### src/rtl/fir_mem_seq.sv
// fir_mem_seq: sequences one FIR pass over a block of samples.
// Samples are read from an input memory, pass through an external FIR with
// a fixed latency, and the results are written to an output memory.
// Optional feature: define FIR_MEM_SEQ_CYC_CNT_EN to add the 16-bit
// run_cycles output, which counts the busy cycles of the latest run.
//
// Handshake: start is a level request that is accepted only while idle and
// not in the cycle that shows the done pulse. abort cancels a run at the next
// edge from any busy state. rst overrides both.
//
// Timing model: the FSM register holds the state that decides what the
// memories see in the *next* cycle. All outputs are registered from the same
// next-state logic, so dbg_state leads the memory strobes by one cycle.
module fir_mem_seq #(
  parameter int N_SAMPLES = 256,
  parameter int FIR_LAT   = 7
) (
  input  logic        clk,
  input  logic        rst,
  input  logic        start,
  input  logic        abort,
  output logic        busy,
  output logic        done,
  output logic        fir_clr,
  output logic        in_nce,
  output logic [5:0]  in_ra,
  output logic [1:0]  in_ca,
  output logic        out_nce,
  output logic        out_nwrt,
  output logic [5:0]  out_ra,
  output logic [1:0]  out_ca,
  output logic [7:0]  out_index,
`ifdef FIR_MEM_SEQ_CYC_CNT_EN
  output logic [15:0] run_cycles,
`endif
  output logic [2:0]  dbg_state
);

  typedef enum logic [2:0] {
    S_IDLE  = 3'd0,
    S_FILL  = 3'd1,
    S_RUN   = 3'd2,
    S_DRAIN = 3'd3,
    S_DONE  = 3'd4
  } state_t;

  localparam logic [7:0] LAST   = 8'(N_SAMPLES - 1);
  localparam logic [5:0] LAT    = 6'(FIR_LAT);
  localparam logic [5:0] LAT_M1 = 6'(FIR_LAT - 1);

  state_t     state, state_n;
  logic [7:0] rd_idx, rd_n;
  logic [7:0] wr_idx, wr_n;
  logic [5:0] lat_cnt, lat_n;
  logic       rd_en, wr_en, clr_en, done_en, busy_n;

  assign dbg_state = state;

  // Next-state, counter and strobe decisions for the coming cycle.
  always_comb begin
    state_n = state;
    rd_n    = rd_idx;
    wr_n    = wr_idx;
    lat_n   = lat_cnt;
    rd_en   = 1'b0;
    wr_en   = 1'b0;
    clr_en  = 1'b0;
    done_en = 1'b0;
    case (state)
      S_IDLE: begin
        // done still high means this is the visible DONE cycle: ignore start.
        if (start && !done) begin
          state_n = S_FILL;
          rd_n    = 8'd0;
          wr_n    = 8'd0;
          lat_n   = 6'd0;
        end
      end
      S_FILL: begin
        rd_en  = 1'b1;
        clr_en = (rd_idx == 8'd0);
        lat_n  = lat_cnt + 6'd1;
        // Running out of samples wins over reaching the FIR latency.
        if (rd_idx == LAST) begin
          state_n = S_DRAIN;
        end else begin
          rd_n = rd_idx + 8'd1;
          if (lat_cnt == LAT_M1) state_n = S_RUN;
        end
      end
      S_RUN: begin
        rd_en = 1'b1;
        wr_en = 1'b1;
        // The write index trails the read index, so it cannot be last here.
        wr_n  = wr_idx + 8'd1;
        if (rd_idx == LAST) state_n = S_DRAIN;
        else                rd_n    = rd_idx + 8'd1;
      end
      S_DRAIN: begin
        // A short run reaches DRAIN before the first result exists; keep
        // counting the latency until writes may begin.
        if (lat_cnt != LAT) begin
          lat_n = lat_cnt + 6'd1;
        end else begin
          wr_en = 1'b1;
          if (wr_idx == LAST) state_n = S_DONE;
          else                wr_n    = wr_idx + 8'd1;
        end
      end
      S_DONE: begin
        done_en = 1'b1;
        state_n = S_IDLE;
      end
      default: state_n = S_IDLE;
    endcase
    // abort beats every transition, including the final write and done.
    if (abort && state != S_IDLE) begin
      state_n = S_IDLE;
      rd_en   = 1'b0;
      wr_en   = 1'b0;
      clr_en  = 1'b0;
      done_en = 1'b0;
    end
    busy_n = (state_n != S_IDLE) || done_en;
  end

  // State, counters and registered memory-side outputs.
  always_ff @(posedge clk) begin
    if (rst) begin
      state     <= S_IDLE;
      rd_idx    <= 8'd0;
      wr_idx    <= 8'd0;
      lat_cnt   <= 6'd0;
      busy      <= 1'b0;
      done      <= 1'b0;
      fir_clr   <= 1'b0;
      in_nce    <= 1'b1;
      in_ra     <= 6'd0;
      in_ca     <= 2'd0;
      out_nce   <= 1'b1;
      out_nwrt  <= 1'b1;
      out_ra    <= 6'd0;
      out_ca    <= 2'd0;
      out_index <= 8'd0;
    end else begin
      state    <= state_n;
      rd_idx   <= rd_n;
      wr_idx   <= wr_n;
      lat_cnt  <= lat_n;
      busy     <= busy_n;
      done     <= done_en;
      fir_clr  <= clr_en;
      in_nce   <= !rd_en;
      out_nce  <= !wr_en;
      out_nwrt <= !wr_en;
      if (rd_en) begin
        in_ra <= rd_idx[7:2];
        in_ca <= rd_idx[1:0];
      end
      if (wr_en) begin
        out_ra    <= wr_idx[7:2];
        out_ca    <= wr_idx[1:0];
        out_index <= wr_idx;
      end
    end
  end

`ifdef FIR_MEM_SEQ_CYC_CNT_EN
  // Busy-cycle counter: cleared on start acceptance, frozen while idle.
  always_ff @(posedge clk) begin
    if (rst) begin
      run_cycles <= 16'd0;
    end else if (state == S_IDLE && state_n == S_FILL) begin
      run_cycles <= 16'd0;
    end else if (busy_n) begin
      run_cycles <= run_cycles + 16'd1;
    end
  end
`endif

endmodule

### config.mk
export PLATFORM = sky130hd
export DESIGN_NAME = fir_mem_seq
export DESIGN_NICKNAME = d
export VERILOG_FILES = /design/src/rtl/fir_mem_seq.sv
export SDC_FILE = /design/constraint.sdc
export NUM_CORES = 1
export LEC_CHECK = 0
export CAP_MARGIN = 20
export CORE_MARGIN = 2
export CORE_UTILIZATION = 55
export CTS_CLUSTER_SIZE = 24
export DETAILED_ROUTE_END_ITERATION = 7
export MAX_ROUTING_LAYER = met4
export PLACE_DENSITY_LB_ADDON = 0.05
export SLEW_MARGIN = 20
export SYNTH_ARGS = -nofsm -noshare
export SYNTH_HDL_FRONTEND = slang
export SYNTH_SLANG_ARGS = --single-unit
### constraint.sdc
create_clock -name clk -period 4.05 [get_ports clk]
set_clock_uncertainty 0.2 [all_clocks]
set_input_delay 1.215 -clock clk [delete_from_list [all_inputs] [get_ports clk]]
set_output_delay 1.215 -clock clk [all_outputs]
set_load 0.03 [all_outputs]
==> results_dict.tcl, run 1 <==
set metrics [dict create \
    synthesis.area_sq_um 2390 \
    critPathRequiredTime_ns 2.63 \
    ys_seq_area_frac 0.385 \
    critPathCaptureType "output port" \
    p_clk_frac 0.423 \
    place.gp.congestion 0.857 \
    yosys.cell_types.count 48 \
    reg2reg_depth 4 \
    clockBufferDepth 2 \
    final-setup-viol-count 0 \
    design_area_sq_um 2830 \
    stdcell_count 348 \
    dr.max_layer_used "met4" \
    num_vias 2155 \
    syn-num-nets 283 \
    yosysWarnings 0 \
    wl_met3_microns 433 \
    cts_buffers 5 \
    path_clk_slew_ns 0.09 \
    holdBufCountCts 0 \
    globalRouteTotalUtil 0.234 \
    synth_most_common_cell "dfxtp_1" \
    cp.arrival_ns 1.88 \
    drt-met1-wl_mm 2.51 \
    synth-async-reset-ratio 0 \
    cpPeakStageDelay_ns 0.80 \
    p_sw_uw 217 \
    synthCells 274 \
    hp-class "flip-flop to flip-flop" \
    ant_nets 0 \
    dpl_cell_area_sq_um 2690 \
    met2_length_mm 2.38 \
    clock_sink_count 46 \
    maxSlewHeadroom 0.530 \
    drtPass1Iterations 4 \
    p_int_uw 733 \
    tightest_slew_ns 0.703 \
    power.density_nw_per_um2 336 \
    synth_flop_cell "dfxtp_1" \
    die_w_microns 70.0 \
    synth_common_cells "dfxtp_1 (46), a21oi_1 (27), nand3_1 (21)" \
    path_delay_family "buffers and inverters" \
    ir_drop_uv 280 \
    crit_chain "clkdlybuf4s50_1" \
    routed_wl_mm 5.37 \
    critPathLaunchType "flip-flop" \
    cts_tree "yes" \
    hold-path-cell-count 2 \
    final_layout_size_suffix_gt1_frac 0.0738 \
    clock.fmax_ghz 0.304 \
    io-pin-count 37 \
    final_nets 306 \
    period_needed_ns 3.29 \
    htreeDepth 2 \
    syn_area_per_cell_sq_um 8.74 \
    synth_top_family_by_area "simple AND/OR/NAND/NOR gates" \
    grt_max_degree 19 \
    min_period_over_period 0.813 \
    die_h_microns 70.0 \
    core_sq_um 4090 \
    cts_root_buffer "clkbuf_8" \
    areaGrowthSynthToFinish_pct 18.1 \
    comb_power_share 0.084 \
    synth_top_area_share 0.385 \
    start_util 0.586 \
    rows 23 \
    dieArea_sq_um 4900 \
    crit_type "flip-flop to output port" \
    drt_iter0_markers 168 \
    critPathBufInv 1 \
    swShare 0.228 \
    synthAdderAreaFrac 0.0261 \
    synth_mux_area_frac 0.0502 \
    wl_per_cell_microns 15.4 \
    status "finished, final reports clean" \
    critical_path_depth 1 \
    overflow 0 \
    synth_area_leaders "dfxtp_1 (38%), a21oi_1 (5.6%), mux2i_1 (5.0%)" \
    grt_pass1_wl_mm 9.23 \
    drc_errors 0 \
    tns_ns 0 \
    dp_hpwl_mm 3.84 \
    finalHoldViolCount 0 \
    synth_top_area_cell "dfxtp_1" \
    dpl.cell_count 340 \
    final_max_slew_viol_count 0 \
    antenna_found_initial 0 \
    grt_pass1_vias 1897 \
    antenna_cells 0 \
    p_leak_uw 0.000922 \
    ys_ff_latch 46 \
    post_cts_buffers 0 \
    viasPerCell 6.19 \
    synth_compound_area_frac 0.202 \
    cap_violations 0 \
    seqPwrFrac 0.493 \
    synth_edf_count 0 \
    rsz0062_at_grt "false" \
    synth_simple_gate_area_share 0.247 \
    io_buffer_count 36 \
    cp_slowest_cell "clkdlybuf4s50_1" \
    crit_fanout 18 \
    clkLatencyLatePin_ns 0.29 \
    cts_resized 0 \
    synthXorXnorAreaFrac 0.0105 \
]
per-layer routing:
layer,vias up,track usage
met1,1005,0.333
met4,0,0.0385
met2,80,0.351
met5,-,-
li1,1062,-
met3,8,0.0476
state kept, by name, indices dropped and copies added (netlist names):
signal / flops
done: 1
fir_clr: 1
in_ra: 6
out_ca: 1
rd_idx: 8
in_nce: 1
wr_idx: 8
dbg_state: 3
out_nwrt: 1
out_ra: 6
lat_cnt: 6
in_ca: 2
busy: 1
out_index: 1
placed cells by master, fill, tap and decap left out, types with 5 or more instances in the layout:
| cell type | synthesis | routed |
|---|---|---|
| dfxtp_1 | 46 | 46 |
| clkdlybuf4s50_1 | 0 | 36 |
| a21oi_1 | 27 | 27 |
| nand3_1 | 21 | 21 |
| nand2_1 | 18 | 18 |
| nor2_1 | 18 | 18 |
| o21ai_0 | 17 | 17 |
| mux2i_1 | 12 | 12 |
| or4_1 | 9 | 9 |
| inv_1 | 8 | 8 |
| nand2b_1 | 7 | 7 |
| o31ai_1 | 7 | 7 |
| nand4_1 | 6 | 6 |
| ha_1 | 5 | 5 |
| clkbuf_8 | 0 | 5 |
worst min-delay path, cell delays in order (launching register included):
cell	delay (ns)
dfxtp_1	0.32
o21ai_0	0.07
a21oi_1	0.06
cell families after synthesis:
group           count (synthesis)
fa+ha+maj                       5
compound gates                 74
xor+xnor                        2
mux                            12
buf+inv                        33
simple gates                  102
flops                          46
cell type report:
cell class                 instances  area, sq um
clock inverter                     3         68.8
fill                             380         1260
tap                               50         62.6
clock buffer                       5         68.8
timing repair buffer              40          390
inverter                           9         33.8
multi-input combinational        195         1280
sequential                        46          921
final timing paths:
check / end / startpoint / slack (ns)
min: out_ra[3] / out_ra[3] / 0.29
max reg2reg: wr_idx[3] / dbg_state[0] / 1.67
min reg2reg: out_ra[3] / out_ra[3] / 0.29
max: dbg_state[0] / dbg_state[0] / 0.76
power groups by stage:
| stage | clock network (uW) | registers [uW] | logic (uW) |
|---|---|---|---|
| after detailed placement | 0 | 479 | 79.2 |
| after global placement | 0 | 478 | 77.8 |
| final | 402 | 468 | 79.8 |
| after floorplan | 0 | 478 | 57.4 |
| after CTS | 409 | 468 | 79.9 |
| after global routing | 423 | 469 | 88.2 |
stage by stage:
stage          setup WS (ns)   util  hold WS, ns  total power (uW)
2_1_floorplan           1.54      -        0.252               536
3_3_place_gp           0.803  0.658        0.269               556
3_5_place_dp           0.793  0.658        0.277               558
4_1_cts                0.750  0.692        0.291               957
5_1_grt                0.690  0.692        0.312               981
6_report               0.758  0.692        0.292               950
(Power assumes the default switching activity.)
==> run 2: changes to the inputs <==
- CORE_UTILIZATION: 55 -> 53
- clock period: 4.05 -> 3.2 ns (I/O delays scaled with it)
==> run 2 against run 1 <==
Against the previous run: setup slack got worse by 0.20 ns; final area fell by 0.22%; die area rose by 3.5%; combinational power rose by 35%; power rose by 12%; hold slack improved by 0.00059 ns; core utilization fell by 4.4 points.
==> results_dict.tcl, run 2 (same netlist as run 1, synthesis figures left out) <==
set metrics [dict create \
    io_buffer_count 36 \
    wl_per_cell_microns 14.4 \
    dpl.cell_count 347 \
    place_ws_ns 0.278 \
    cts_buffers 5 \
    dp_hpwl_mm 3.71 \
    setup_ws_ns 0.559 \
    crit_fanout 11 \
    reg2reg_depth 5 \
    die_h_microns 71.2 \
    clockBufferDepth 2 \
    power.density_nw_per_um2 376 \
    grt_pass1_wl_mm 8.44 \
    cts_resized 0 \
    htreeDepth 2 \
    cts_root_buffer "clkbuf_8" \
    status "finished, final reports clean" \
    critPathRequiredTime_ns 3.24 \
    grt.busiest_layer "met2" \
    critPathLaunchType "primary input" \
    fin_util 0.648 \
    cap_violations 0 \
    io-pin-count 37 \
    r2r-start "wr_idx[0]" \
    critPathCaptureType "flip-flop" \
    tightest_slew_ns 0.683 \
    grt_use_met1 0.296 \
    clkLatencyLatePin_ns 0.30 \
    num_vias 2090 \
    reg_top3 "rd_idx: 8 flops, wr_idx: 8 flops" \
    clock_sink_count 46 \
    routed_wl_mm 5.11 \
    cp.arrival_ns 2.68 \
    final-setup-viol-count 0 \
    period_needed_ns 2.64 \
    final_common_cell "dfxtp_1" \
    final_nets 311 \
    grt_max_degree 18 \
    post_cts_buffers 0 \
    rows 24 \
    maxSlewHeadroom 0.543 \
    cts_tree "yes" \
    gr-usage-met2 0.315 \
    crit_type "primary input to flip-flop" \
    stdcell_count 355 \
    final_layout_size_suffix_gt1_frac 0.0858 \
    crit_end "lat_cnt[3]" \
    cp_slowest_cell "or4_1" \
    hold_start "in_ra[0]" \
    hp-class "flip-flop to flip-flop" \
    ant_nets 0 \
    place.gp.congestion 0.844 \
    cpPeakStageDelay_ns 0.56 \
    holdBufCountCts 0 \
    crit_chain "clkdlybuf4s50_1 > nor2b_1 > o211ai_1 > or4_1 > a21oi_1" \
    rrSetupSlack_ns 0.91 \
    crit_start "start" \
    finalHoldViolCount 0 \
    path_clk_slew_ns 0.08 \
    multi_input_area_sq_um 1280 \
    ff_latch_area_sq_um 921 \
    final_max_slew_viol_count 0 \
    min_period_over_period 0.825 \
    grt_pass1_vias 1784 \
    rsz0062_at_grt "false" \
    holdWs_ns 0.292 \
    p_leak_uw 0.000927 \
    antenna_cells 0 \
    ir_drop_uv 233 \
    dieArea_sq_um 5070 \
    final_cell_mix "dfxtp_1 (46), clkdlybuf4s50_1 (36), a21oi_1 (27)" \
    drtPass1Iterations 4 \
    start_util 0.550 \
    drc_errors 0 \
    drt_iter0_markers 118 \
    clock.fmax_ghz 0.379 \
    met3_usage 0.0484 \
    antenna_found_initial 0 \
    core_sq_um 4350 \
    nFillCells 385 \
    globalRouteTotalUtil 0.216 \
    areaGrowthSynthToFinish_pct 17.9 \
    tns_ns 0 \
    die_w_microns 71.2 \
    overflow 0 \
    worstReg2RegEnd "wr_idx[6]" \
    viasPerCell 5.89 \
]
[run 2: changes by cell type in the layout (fill, tap and decap cells not counted)]
cell,previous run,this run
clkbuf_8,5,6
clkinv_2,0,1
clkinv_4,1,0
buf_4,4,9
bufinv_16,2,0
clkbuf_1,0,1
[run 2: final cells by class]
type	instances	area share
multi-input combinational	195	0.455
sequential	46	0.326
timing repair buffer	45	0.152
clock buffer	7	0.0306
tap	52	0.0231
inverter	9	0.0120
clock inverter	1	0.00177
[run 2: stage by stage]
step	total power (uW)	area, sq um
floorplan	678	2390
global placement	707	2730
detailed placement	707	2730
CTS	1070	2820
global route	1100	2820
finish	1060	2820
[run 2: critical path: cells and delay by family]
family	cells	cell delay, ns
buf+inv	1	0.50
compound gates	2	0.44
simple gates	2	0.78
[run 2: how the worst min path moves through the flow]
stage | cells after the start | endpoint
after global placement | 2 | wr_idx[5]
after CTS | 2 | wr_idx[5]
after detailed placement | 2 | wr_idx[5]
after global routing | 2 | out_ra[1]
after floorplan | 2 | wr_idx[5]
final | 2 | in_ra[0]
[run 2: report_power, final]
| part | leakage [uW] | switching [uW] | internal, uW |
|---|---|---|---|
| clock network | 0.0000482 | 192 | 174 |
| registers | 0.000372 | 8.14 | 579 |
| logic | 0.000507 | 68.6 | 39.0 |
[run 2: routing by layer]
| metal | wire (microns) | up-vias | share of wire |
|---|---|---|---|
| met5 | 0 | - | 0 |
| met1 | 2600 | 964 | 0.51 |
| met4 | 66 | 0 | 0.013 |
| met3 | 268 | 5 | 0.052 |
| met2 | 2180 | 58 | 0.43 |
| li1 | - | 1063 | - |
